$ cat config.mk
export PLATFORM = sky130hd
export DESIGN_NAME = piezo_scheduler_flat
export DESIGN_NICKNAME = d
export VERILOG_FILES = /design/src/rtl/piezo_scheduler_if.sv /design/src/rtl/piezo_scheduler.sv /design/src/flat_wrapper.sv
export SDC_FILE = /design/constraint.sdc
export NUM_CORES = 1
export LEC_CHECK = 0
export ABC_AREA = 0
export CAP_MARGIN = 20
export CORE_MARGIN = 2
export CORE_UTILIZATION = 59
export CTS_CLUSTER_DIAMETER = 30
export DETAILED_ROUTE_END_ITERATION = 6
export GPL_TIMING_DRIVEN = 0
export PLACE_DENSITY = 0.86
export SKIP_LAST_GASP = 1
export SYNTH_ARGS = -nofsm -noshare
export SYNTH_HDL_FRONTEND = slang
export SYNTH_SLANG_ARGS = --single-unit
$ cat constraint.sdc
create_clock -name clock -period 6 [get_ports clock]
set_clock_uncertainty 0.2 [all_clocks]
set_input_delay 0.9 -clock clock [delete_from_list [all_inputs] [get_ports clock]]
set_output_delay 0.9 -clock clock [all_outputs]
set_load 0.01 [all_outputs]
$ cat src/rtl/piezo_scheduler_if.sv
// Tone-source request bus between the clock's tone sources and the piezo scheduler.
// master: tone sources / bench; slave: the scheduler.
interface piezo_scheduler_if #(
  parameter int unsigned NREQ = 3
);
  logic [NREQ-1:0]   req;
  logic [8*NREQ-1:0] req_tone;
  logic              mute;
  logic [NREQ-1:0]   grant;
  logic [1:0]        owner;
  logic              busy;
  logic [7:0]        tone_out;
  logic              preempted;

  modport master (
    output req, req_tone, mute,
    input  grant, owner, busy, tone_out, preempted
  );

  modport slave (
    input  req, req_tone, mute,
    output grant, owner, busy, tone_out, preempted
  );
endinterface

$ cat src/rtl/piezo_scheduler.sv
// Fixed-priority piezo arbiter with minimum hold before preemption and a silent gap.
// Optional grant-length limit with per-requester lockout under PIEZO_SCHED_TIMEOUT_EN.
module piezo_scheduler #(
  parameter int unsigned NREQ      = 3,
  parameter int unsigned MIN_HOLD  = 50,
  parameter int unsigned GAP       = 10,
  parameter int unsigned MAX_GRANT = 8000
) (
  input logic              clock,
  input logic              reset,
  piezo_scheduler_if.slave bus
);

  if (NREQ < 2 || NREQ > 4 || MAX_GRANT < 1) begin : g_bad_param
    $error("piezo_scheduler: NREQ must be 2..4 and MAX_GRANT >= 1");
  end

  typedef enum logic [1:0] {StIdle = 2'd0, StGrant = 2'd1, StGap = 2'd2} state_e;

  state_e          state_q, state_d;
  logic [NREQ-1:0] grant_q, grant_d;
  logic [7:0]      tone_q, tone_d;
  logic            preempted_q, preempted_d;
  logic [15:0]     hold_cnt_q, hold_cnt_d;
  logic [15:0]     gap_cnt_q, gap_cnt_d;

  logic [1:0]      owner_idx;
  logic [7:0]      owner_tone;
  logic            owner_req;
  logic            higher_req;
  logic            hold_ok;
  logic [NREQ-1:0] cand;
  logic [NREQ-1:0] pick;
  logic            arb_now;
  logic            release_now;

`ifdef PIEZO_SCHED_TIMEOUT_EN
  logic [NREQ-1:0] lockout_q, lockout_d;
  logic [NREQ-1:0] arb_mask;
`endif

  always_comb begin
    owner_idx  = 2'd0;
    owner_tone = 8'h00;
    higher_req = 1'b0;
    for (int i = 0; i < NREQ; i++) begin
      if (grant_q[i]) begin
        owner_idx  = 2'(i);
        owner_tone = bus.req_tone[8*i +: 8];
        for (int j = i + 1; j < NREQ; j++) begin
          if (bus.req[j]) higher_req = 1'b1;
        end
      end
    end
  end

  assign owner_req = |(bus.req & grant_q);
  assign hold_ok   = ({1'b0, hold_cnt_q} + 17'd1) >= 17'(MIN_HOLD);

  // Highest-index candidate wins; result is one-hot or zero by construction.
  always_comb begin
    pick = '0;
    for (int i = 0; i < NREQ; i++) begin
      if (cand[i]) begin
        pick    = '0;
        pick[i] = 1'b1;
      end
    end
  end

  always_comb begin
    state_d     = state_q;
    grant_d     = grant_q;
    tone_d      = 8'h00;
    preempted_d = 1'b0;
    hold_cnt_d  = hold_cnt_q;
    gap_cnt_d   = gap_cnt_q;
    arb_now     = 1'b0;
    release_now = 1'b0;
`ifdef PIEZO_SCHED_TIMEOUT_EN
    // A lockout bit clears once its requester is seen low.
    lockout_d = lockout_q & bus.req;
    arb_mask  = '1;
`endif

    unique case (state_q)
      StIdle: arb_now = 1'b1;
      StGrant: begin
        hold_cnt_d = (hold_cnt_q == 16'hFFFF) ? hold_cnt_q : hold_cnt_q + 16'd1;
        tone_d     = bus.mute ? 8'h00 : owner_tone;
        if (!owner_req) begin
          release_now = 1'b1;
`ifdef PIEZO_SCHED_TIMEOUT_EN
        end else if (hold_cnt_q == 16'(MAX_GRANT - 1)) begin
          release_now = 1'b1;
          lockout_d   = lockout_d | grant_q;
          arb_mask    = ~grant_q;
`endif
        end else if (higher_req && hold_ok) begin
          release_now = 1'b1;
          preempted_d = 1'b1;
        end
        if (release_now) begin
          grant_d   = '0;
          tone_d    = 8'h00;
          gap_cnt_d = 16'd0;
          if (GAP == 0) arb_now = 1'b1;
          else          state_d = StGap;
        end
      end
      StGap: begin
        gap_cnt_d = gap_cnt_q + 16'd1;
        if (({1'b0, gap_cnt_q} + 17'd1) == 17'(GAP)) arb_now = 1'b1;
      end
      default: begin
        state_d = StIdle;
        grant_d = '0;
      end
    endcase

`ifdef PIEZO_SCHED_TIMEOUT_EN
    cand = bus.req & ~lockout_q & arb_mask;
`else
    cand = bus.req;
`endif

    if (arb_now) begin
      tone_d     = 8'h00;
      hold_cnt_d = 16'd0;
      gap_cnt_d  = 16'd0;
      grant_d    = pick;
      state_d    = (|cand) ? StGrant : StIdle;
    end
  end

  always_ff @(posedge clock or negedge reset) begin
    if (!reset) begin
      state_q     <= StIdle;
      grant_q     <= '0;
      tone_q      <= 8'h00;
      preempted_q <= 1'b0;
      hold_cnt_q  <= 16'd0;
      gap_cnt_q   <= 16'd0;
    end else begin
      state_q     <= state_d;
      grant_q     <= grant_d;
      tone_q      <= tone_d;
      preempted_q <= preempted_d;
      hold_cnt_q  <= hold_cnt_d;
      gap_cnt_q   <= gap_cnt_d;
    end
  end

`ifdef PIEZO_SCHED_TIMEOUT_EN
  always_ff @(posedge clock or negedge reset) begin
    if (!reset) lockout_q <= '0;
    else        lockout_q <= lockout_d;
  end
`endif

  assign bus.grant     = grant_q;
  assign bus.owner     = owner_idx;
  assign bus.busy      = (state_q != StIdle);
  assign bus.tone_out  = tone_q;
  assign bus.preempted = preempted_q;

endmodule

$ cat src/flat_wrapper.sv
// flat-port wrapper written by rule: the top's interface ports become plain ports
module piezo_scheduler_flat 
#(
  parameter int unsigned NREQ      = 3,
  parameter int unsigned MIN_HOLD  = 50,
  parameter int unsigned GAP       = 10,
  parameter int unsigned MAX_GRANT = 8000
)
  (clock, reset, bus_req, bus_req_tone, bus_mute, bus_grant, bus_owner, bus_busy, bus_tone_out, bus_preempted);
  piezo_scheduler_if #(.NREQ(NREQ)) bus_i ();
  input logic clock;
  input logic reset;
  input wire logic [$bits(bus_i.req)-1:0] bus_req;
  input wire logic [$bits(bus_i.req_tone)-1:0] bus_req_tone;
  input wire logic [$bits(bus_i.mute)-1:0] bus_mute;
  output wire logic [$bits(bus_i.grant)-1:0] bus_grant;
  output wire logic [$bits(bus_i.owner)-1:0] bus_owner;
  output wire logic [$bits(bus_i.busy)-1:0] bus_busy;
  output wire logic [$bits(bus_i.tone_out)-1:0] bus_tone_out;
  output wire logic [$bits(bus_i.preempted)-1:0] bus_preempted;
  assign bus_i.req = bus_req;
  assign bus_i.req_tone = bus_req_tone;
  assign bus_i.mute = bus_mute;
  assign bus_grant = bus_i.grant;
  assign bus_owner = bus_i.owner;
  assign bus_busy = bus_i.busy;
  assign bus_tone_out = bus_i.tone_out;
  assign bus_preempted = bus_i.preempted;
  piezo_scheduler #(.NREQ(NREQ), .MIN_HOLD(MIN_HOLD), .GAP(GAP), .MAX_GRANT(MAX_GRANT)) u_core (.clock(clock), .reset(reset), .bus(bus_i));
endmodule
==> flow_summary_export.csv, run 1 <==
group,metric,value,unit
status,status,"completed",
logic_synthesis,ys_seq_area_frac,0.385,
finish,regArea,1150,um2
sta,fin_tns_setup,0,ns
floorplan,die_area,5650,um2
sta,fin_crit_sh,0.555,
clocking,clk_pin_slew,0.08,ns
sta,setup_viol,0,
sta,setup_ws,2.67,ns
grt,antenna_found_initial,0,
routing,avgRoutedWirePerCell,15.2,um
worst_setup_path,cp-end-kind,"flop",
finish,nFillCells,390,
routing,num_vias,2820,
worst_setup_path,slowest_delay,0.57,ns
clocking,ctsHoldBuffers,0,
logic_synthesis,synth_top_area_frac,0.385,
clocking,cts.sinks,46,
finish,drive_above_1_share,0.0680,
logic_synthesis,synth.area.top_cells,"dfrtp_1, nor2_1, xnor2_1, nand2_1, o21ai_0",
placement,dp_hpwl,5160,um
grt,grt_pass1_wl,11600,um
clocking,cts_resized,0,
sta,fin_crit,3.33,ns
hold_path,min_path_type,"in2async",
power,p_leak,1.53,nW
clocking,htree_levels,2,
grt,overflow,0,
logic_synthesis,synth_flop_cell,"dfrtp_1",
sta,slew_viol_final,0,
sta,rsz0062_at_grt,"false",
logic_synthesis,async_reset_ff_frac,1.00,
sta,max_freq,300,MHz
routing,vias_per_cell,6.08,
logic_synthesis,syn_nets,379,
logic_synthesis,yosys-top-cells-count,"dfrtp_1, nor2_1, nand2_1",
sta,worst_pin_slew,0.797,ns
clocking,cts_tree,"done",
logic_synthesis,synth_area_leader_cell,"dfrtp_1",
logic_synthesis,syn_area_per_cell,8.67,um2
finish,fin_nets,431,
finish,final_util,0.749,
placement,place.gp.congestion,0.885,
floorplan,fp.dieH,75.2,um
logic_synthesis,netlist_area,2990,um2
routing,final_antenna_net_count,0,
logic_synthesis,yosysWarningCount,0,
routing,wl,7060,um
floorplan,die_w,75.2,um
logic_synthesis,synth_edf_count,0,
grt,grt.total_usage,0.267,
worst_setup_path,cp.required,6.05,ns
worst_setup_path,worst-path-buf-inv,2,
run,maxCapViolCount,0,
grt,grt_max_degree,33,
worst_setup_path,cp_slowest_cell,"or4b_4",
finish,multi_input_area,1670,um2
power,power_per_cell_area,257,nW/um2
floorplan,start_util,0.621,
logic_synthesis,netlist_instances,345,
routing,drt-initial-drc-count,280,
clocking,clk_path_buf_depth,2,
placement,dp_slack,2.71,ns
routing,dr.pass1.iters,6,
finish,diodes,0,
placement,portBuffers,44,
floorplan,rows,25,
clocking,clk_latency,0.30,ns
floorplan,pin_count,45,
clocking,cts-root-buf,"clkbuf_8",
worst_setup_path,arrival,3.38,ns
clocking,post_cts.repair.setup_buffers,0,
worst_setup_path,cp_cell_sequence,"ha_1 -> buf_4 -> nand4_2 -> or4b_4 -> and4bb_1 -> o22ai_1 -> o41ai_4 -> and3_2 -> buf_6 -> a22o_1",
logic_synthesis,synth_cell_types,61,
worst_setup_path,critPathLaunchType,"flop",
logic_synthesis,yosysMostFrequentCell,"dfrtp_1",
worst_setup_path,path_class,"reg2reg",
routing,drc,0,
finish,area_growth,20.7,%
worst_setup_path,critical_path.top_delay_family,"simple AND/OR/NAND/NOR gates",
sta,hold_viol,0,
clocking,cts-buffers-inserted,5,
worst_setup_path,path_max_fanout,10,
floorplan,core_region_area,4820,um2
logic_synthesis,yosys_register_bits,46,
sta,max-slew-margin-rel,0.465,
power,peakVddDrop,0.224,mV
grt,grt_pass1_vias,2529,
==> routing by layer <==
layer  part of all wire  up-vias  wire length (um)  global-route usage
met5                  0        -                 0                   0
met3              0.068       13               480              0.0616
met2               0.46      105              3280               0.428
met1               0.45     1342              3210               0.363
li1                   -     1360                 -                   -
met4              0.012        0                88              0.0799
==> area by class of cell <==
| class | count | share of cell area |
|---|---|---|
| buffer | 23 | 0.0326 |
| clock inverter | 2 | 0.00277 |
| timing repair buffer | 45 | 0.126 |
| clock buffer | 5 | 0.0191 |
| inverter | 13 | 0.0135 |
| multi-input combinational | 263 | 0.464 |
| sequential | 46 | 0.319 |
| tap | 67 | 0.0232 |
==> kinds of logic (layout without fill, tap and decap cells) <==
group | count (synthesis) | count (layout) | share of synthesized area
muxes | 3 | 3 | 0.0105
xor gates and xnor gates | 24 | 24 | 0.0703
adders and majority gates | 4 | 4 | 0.0167
and+or+nand+nor | 155 | 155 | 0.271
DFF | 46 | 46 | 0.385
buffers and inverters | 36 | 88 | 0.0556
AOI/OAI and AO/OA | 77 | 77 | 0.191
==> cell usage in the layout, fill, tap and decap left out, drive strengths merged, types with 3 or more instances in the layout <==
cell type | Yosys | final
nand2 | 30 | 30
ha | 4 | 4
or4 | 3 | 3
clkdlybuf4s50 | 0 | 43
nor3 | 12 | 12
a22o | 7 | 7
a31o | 3 | 3
nand2b | 5 | 5
o21ai | 21 | 21
or3 | 3 | 3
inv | 13 | 13
a21oi | 8 | 8
a31oi | 3 | 3
and4 | 4 | 4
dfrtp | 46 | 46
and3 | 8 | 8
buf | 8 | 10
xnor2 | 13 | 13
xor2 | 11 | 11
nand4 | 13 | 13
a211o | 4 | 4
nor4 | 5 | 5
a221o | 7 | 7
clkbuf | 15 | 20
nand3b | 3 | 3
nand3 | 16 | 16
nor2 | 42 | 42
==> flip-flops by register name (all words and copies together) (netlist names) <==
register              count
u_core.gap_cnt_q         16
u_core.hold_cnt_q        16
u_core.bus.tone_out       8
u_core.bus.grant          3
u_core.state_q            2
u_core.bus.preempted      1
==> per-stage QoR <==
step | std cells | power [mW] | area (um2) | hold WS, ns
6_report | 464 | 0.926 | 3610 | 0.309
5_1_grt | 464 | 0.985 | 3610 | 0.327
4_1_cts | 464 | 0.927 | 3610 | 0.319
3_5_place_dp | 457 | 0.745 | 3530 | 0.324
3_3_place_gp | 456 | 0.734 | 3510 | 0.318
2_1_floorplan | 345 | 0.607 | 2990 | 0.297
==> worst reg2reg max path: cells and delay by family, from the launching register on <==
kind / cells / cell delay [ns]
compound gates: 3 / 0.76
fa+ha+maj: 1 / 0.20
buf+inv: 2 / 0.32
flops: 1 / 0.50
simple gates: 4 / 1.31
==> report_power, final <==
part,leakage (nW),switching (mW),total (mW),internal (mW)
sequential,0.635,0.0331,0.370,0.337
combinational,0.847,0.221,0.374,0.153
clock,0.0438,0.104,0.183,0.0783
total,1.53,0.358,0.926,0.568
==> worst paths after layout <==
kind / start / to / slack (ns) / cells past startpoint
worst max-delay path: u_core.hold_cnt_q[0] / u_core.gap_cnt_q[10] / 2.67 / 10
worst min-delay path: reset / u_core.gap_cnt_q[6] / 0.31 / 1
worst max register to register: u_core.hold_cnt_q[0] / u_core.gap_cnt_q[10] / 2.67 / 10
worst min register to register: u_core.gap_cnt_q[15] / u_core.gap_cnt_q[15] / 0.35 / 1
max in group asynchronous: reset / u_core.hold_cnt_q[0] / 4.80 / 2
min in group clock: u_core.gap_cnt_q[15] / u_core.gap_cnt_q[15] / 0.35 / 1
(Power assumes the default switching activity.)
==> run 2, diff against run 1 <==
--- a/config.mk
+++ b/config.mk
@@ -8,11 +8,11 @@
 export ABC_AREA = 0
 export CAP_MARGIN = 20
 export CORE_MARGIN = 2
-export CORE_UTILIZATION = 59
+export CORE_UTILIZATION = 55
 export CTS_CLUSTER_DIAMETER = 30
 export DETAILED_ROUTE_END_ITERATION = 6
 export GPL_TIMING_DRIVEN = 0
-export PLACE_DENSITY = 0.86
+export PLACE_DENSITY = 0.81
 export SKIP_LAST_GASP = 1
 export SYNTH_ARGS = -nofsm -noshare
 export SYNTH_HDL_FRONTEND = slang
==> constraint.sdc (replaced) <==
create_clock -name clock -period 3.3 [get_ports clock]
set_clock_uncertainty 0.2 [all_clocks]
set_input_delay 0.495 -clock clock [delete_from_list [all_inputs] [get_ports clock]]
set_output_delay 0.495 -clock clock [all_outputs]
set_load 0.01 [all_outputs]
==> run 2 against run 1 <==
  * Global-route usage fell by 2.2 points
  * Fmax rose by 7.0%
  * Largest power group is now registers
  * Count of clock-buffer cells in the layout rose by 2
  * Cell count rose by 1.5%
  * Cell area rose by 1.4%
  * Core utilization fell by 4.2 points
  * Register-to-register slack got worse by 2.5 ns
  * First-iteration DRC count rose by 0.71%
  * Highest routed layer unchanged
==> flow_summary_export.csv, run 2 (synthesis results as in run 1) <==
group,metric,value,unit
routing,final_antenna_net_count,0,
clocking,cts-buffers-inserted,5,
hold_path,min_path_type,"reg2reg",
sta,max-slew-margin-rel,0.643,
grt,grt_pass1_wl,12100,um
routing,num_vias,2832,
clocking,cts_tree,"done",
power,power_per_cell_area,468,nW/um2
clocking,cts-root-buf,"clkbuf_8",
worst_setup_path,cp_cell_sequence,"ha_1 -> buf_4 -> nand4_2 -> or4b_4 -> and4bb_1 -> o22ai_1 -> o41ai_4 -> and3_2 -> buf_6 -> a22o_1",
floorplan,rows,26,
finish,diodes,0,
routing,wl,6970,um
grt,antenna_found_initial,0,
finish,final_common_cell,"dfrtp_1",
worst_setup_path,slowest_delay,0.57,ns
finish,fin_area,3660,um2
worst_setup_path,worst-path-buf-inv,2,
worst_setup_path,path_max_fanout,10,
sta,rsz0062_at_grt,"false",
routing,drt-initial-drc-count,282,
clocking,cts.sinks,46,
sta,worst_pin_slew,0.531,ns
grt,use_met3,0.0523,
floorplan,core_region_area,5170,um2
worst_setup_path,path_class,"reg2reg",
routing,avgRoutedWirePerCell,14.8,um
clocking,clk_path_buf_depth,2,
status,status,"completed",
clocking,clk_latency,0.31,ns
power,p_leak,1.54,nW
sta,fin_crit,3.11,ns
floorplan,start_util,0.578,
sta,setup_viol,0,
worst_setup_path,critical_path.top_delay_family,"simple AND/OR/NAND/NOR gates",
sta,max_freq,321,MHz
run,maxCapViolCount,0,
finish,mostFrequentLayoutCells,"dfrtp_1, clkdlybuf4s50_1, nor2_1",
routing,vias_per_cell,6.01,
placement,place_area,3530,um2
sta,fin_crit_sh,0.943,
worst_setup_path,critPathLaunchType,"flop",
sta,fin_tns_setup,0,ns
worst_setup_path,cp.required,3.34,ns
grt,grt_pass1_vias,2657,
grt,grt_max_degree,26,
sta,setup_ws,0.188,ns
finish,regArea,1150,um2
floorplan,die_w,77.7,um
finish,multi_input_area,1680,um2
worst_setup_path,cp_slowest_cell,"or4b_4",
finish,nFillCells,413,
floorplan,die_area,6040,um2
worst_setup_path,cp-end-kind,"flop",
finish,drive_above_1_share,0.0773,
grt,grtUsageMet2,0.408,
worst_setup_path,arrival,3.15,ns
grt,grt.total_usage,0.245,
placement,place.gp.congestion,0.879,
placement,portBuffers,44,
routing,drc,0,
clocking,clk_pin_slew,0.08,ns
grt,grtUsageMet1,0.325,
grt,overflow,0,
sta,hold_viol,0,
power,peakVddDrop,0.317,mV
finish,area_growth,22.3,%
floorplan,pin_count,45,
clocking,htree_levels,2,
finish,fin_nets,434,
floorplan,fp.dieH,77.7,um
placement,dp_hpwl,5150,um
placement,dp_slack,0.0617,ns
routing,dr.pass1.iters,4,
grt,grt_busiest_layer,"met2",
sta,slew_viol_final,0,
[run 2: changes by cell type in the layout (fill, tap and decap cells not counted), sizes merged]
cell         previous run  this run
buf                    10        12
clkbuf                 20        22
clkinv                  2         0
dlygate4sd3             0         1
inv                    13        14
[run 2: cell type report]
class	count	share of cell area
well taps	70	0.0239
inverters	13	0.0133
clock buffers	7	0.0236
repair buffers	48	0.131
plain buffers	23	0.0321
clock inverters	1	0.00239
flip-flops and latches	46	0.315
multi-input cells	263	0.458
[run 2: layer usage]
layer  routed length, um  part of all wire  vias to the layer above
met2                3370              0.48                      105
li1                    -                 -                     1371
met4                  60            0.0086                        0
met3                 476             0.068                        9
met5                   0                 0                        -
met1                3060              0.44                     1347
[run 2: metrics by stage]
step                instances   util  total power [mW]  hold WS [ns]
floorplan                 345      -              1.10     -0.000591
global placement          459  0.680              1.34         0.325
detailed placement        460  0.683              1.35         0.313
CTS                       469  0.703              1.71         0.359
global route              471  0.707              1.83         0.373
finish                    471  0.707              1.71         0.358
[run 2: what timing repair did]
item                                   in CTS  in global routing
setup endpoints to repair                   0                 28
resized for setup                           0                  2
endpoints found under the hold margin      21                  0
hold buffers                                1                  0
buffers inserted                            0                  2
[run 2: where the power goes]
| part | internal [mW] | switching [mW] | leakage, nW |
|---|---|---|---|
| combinational | 0.279 | 0.393 | 0.861 |
| sequential | 0.613 | 0.0584 | 0.634 |
| clock | 0.173 | 0.194 | 0.0489 |
[run 2: worst paths after layout]
kind                       cells after the start            startpoint                   end  slack [ns]
min reg2reg                                    1  u_core.gap_cnt_q[15]  u_core.gap_cnt_q[15]        0.36
min                                            1  u_core.gap_cnt_q[15]  u_core.gap_cnt_q[15]        0.36
max reg2reg                                   10  u_core.hold_cnt_q[1]  u_core.gap_cnt_q[11]        0.19
min in group asynchronous                      2                 reset   u_core.gap_cnt_q[4]        0.50
max                                           10  u_core.hold_cnt_q[1]  u_core.gap_cnt_q[11]        0.19
max in group asynchronous                      3                 reset  u_core.hold_cnt_q[0]        1.87
[run 2: worst reg2reg max path, stage by stage (launching register included)]
cell      delay (ns)
dfrtp_1         0.43
ha_1            0.17
buf_4           0.16
nand4_2         0.15
or4b_4          0.57
and4bb_1        0.29
o22ai_1         0.11
o41ai_4         0.37
and3_2          0.30
buf_6           0.15
a22o_1          0.15
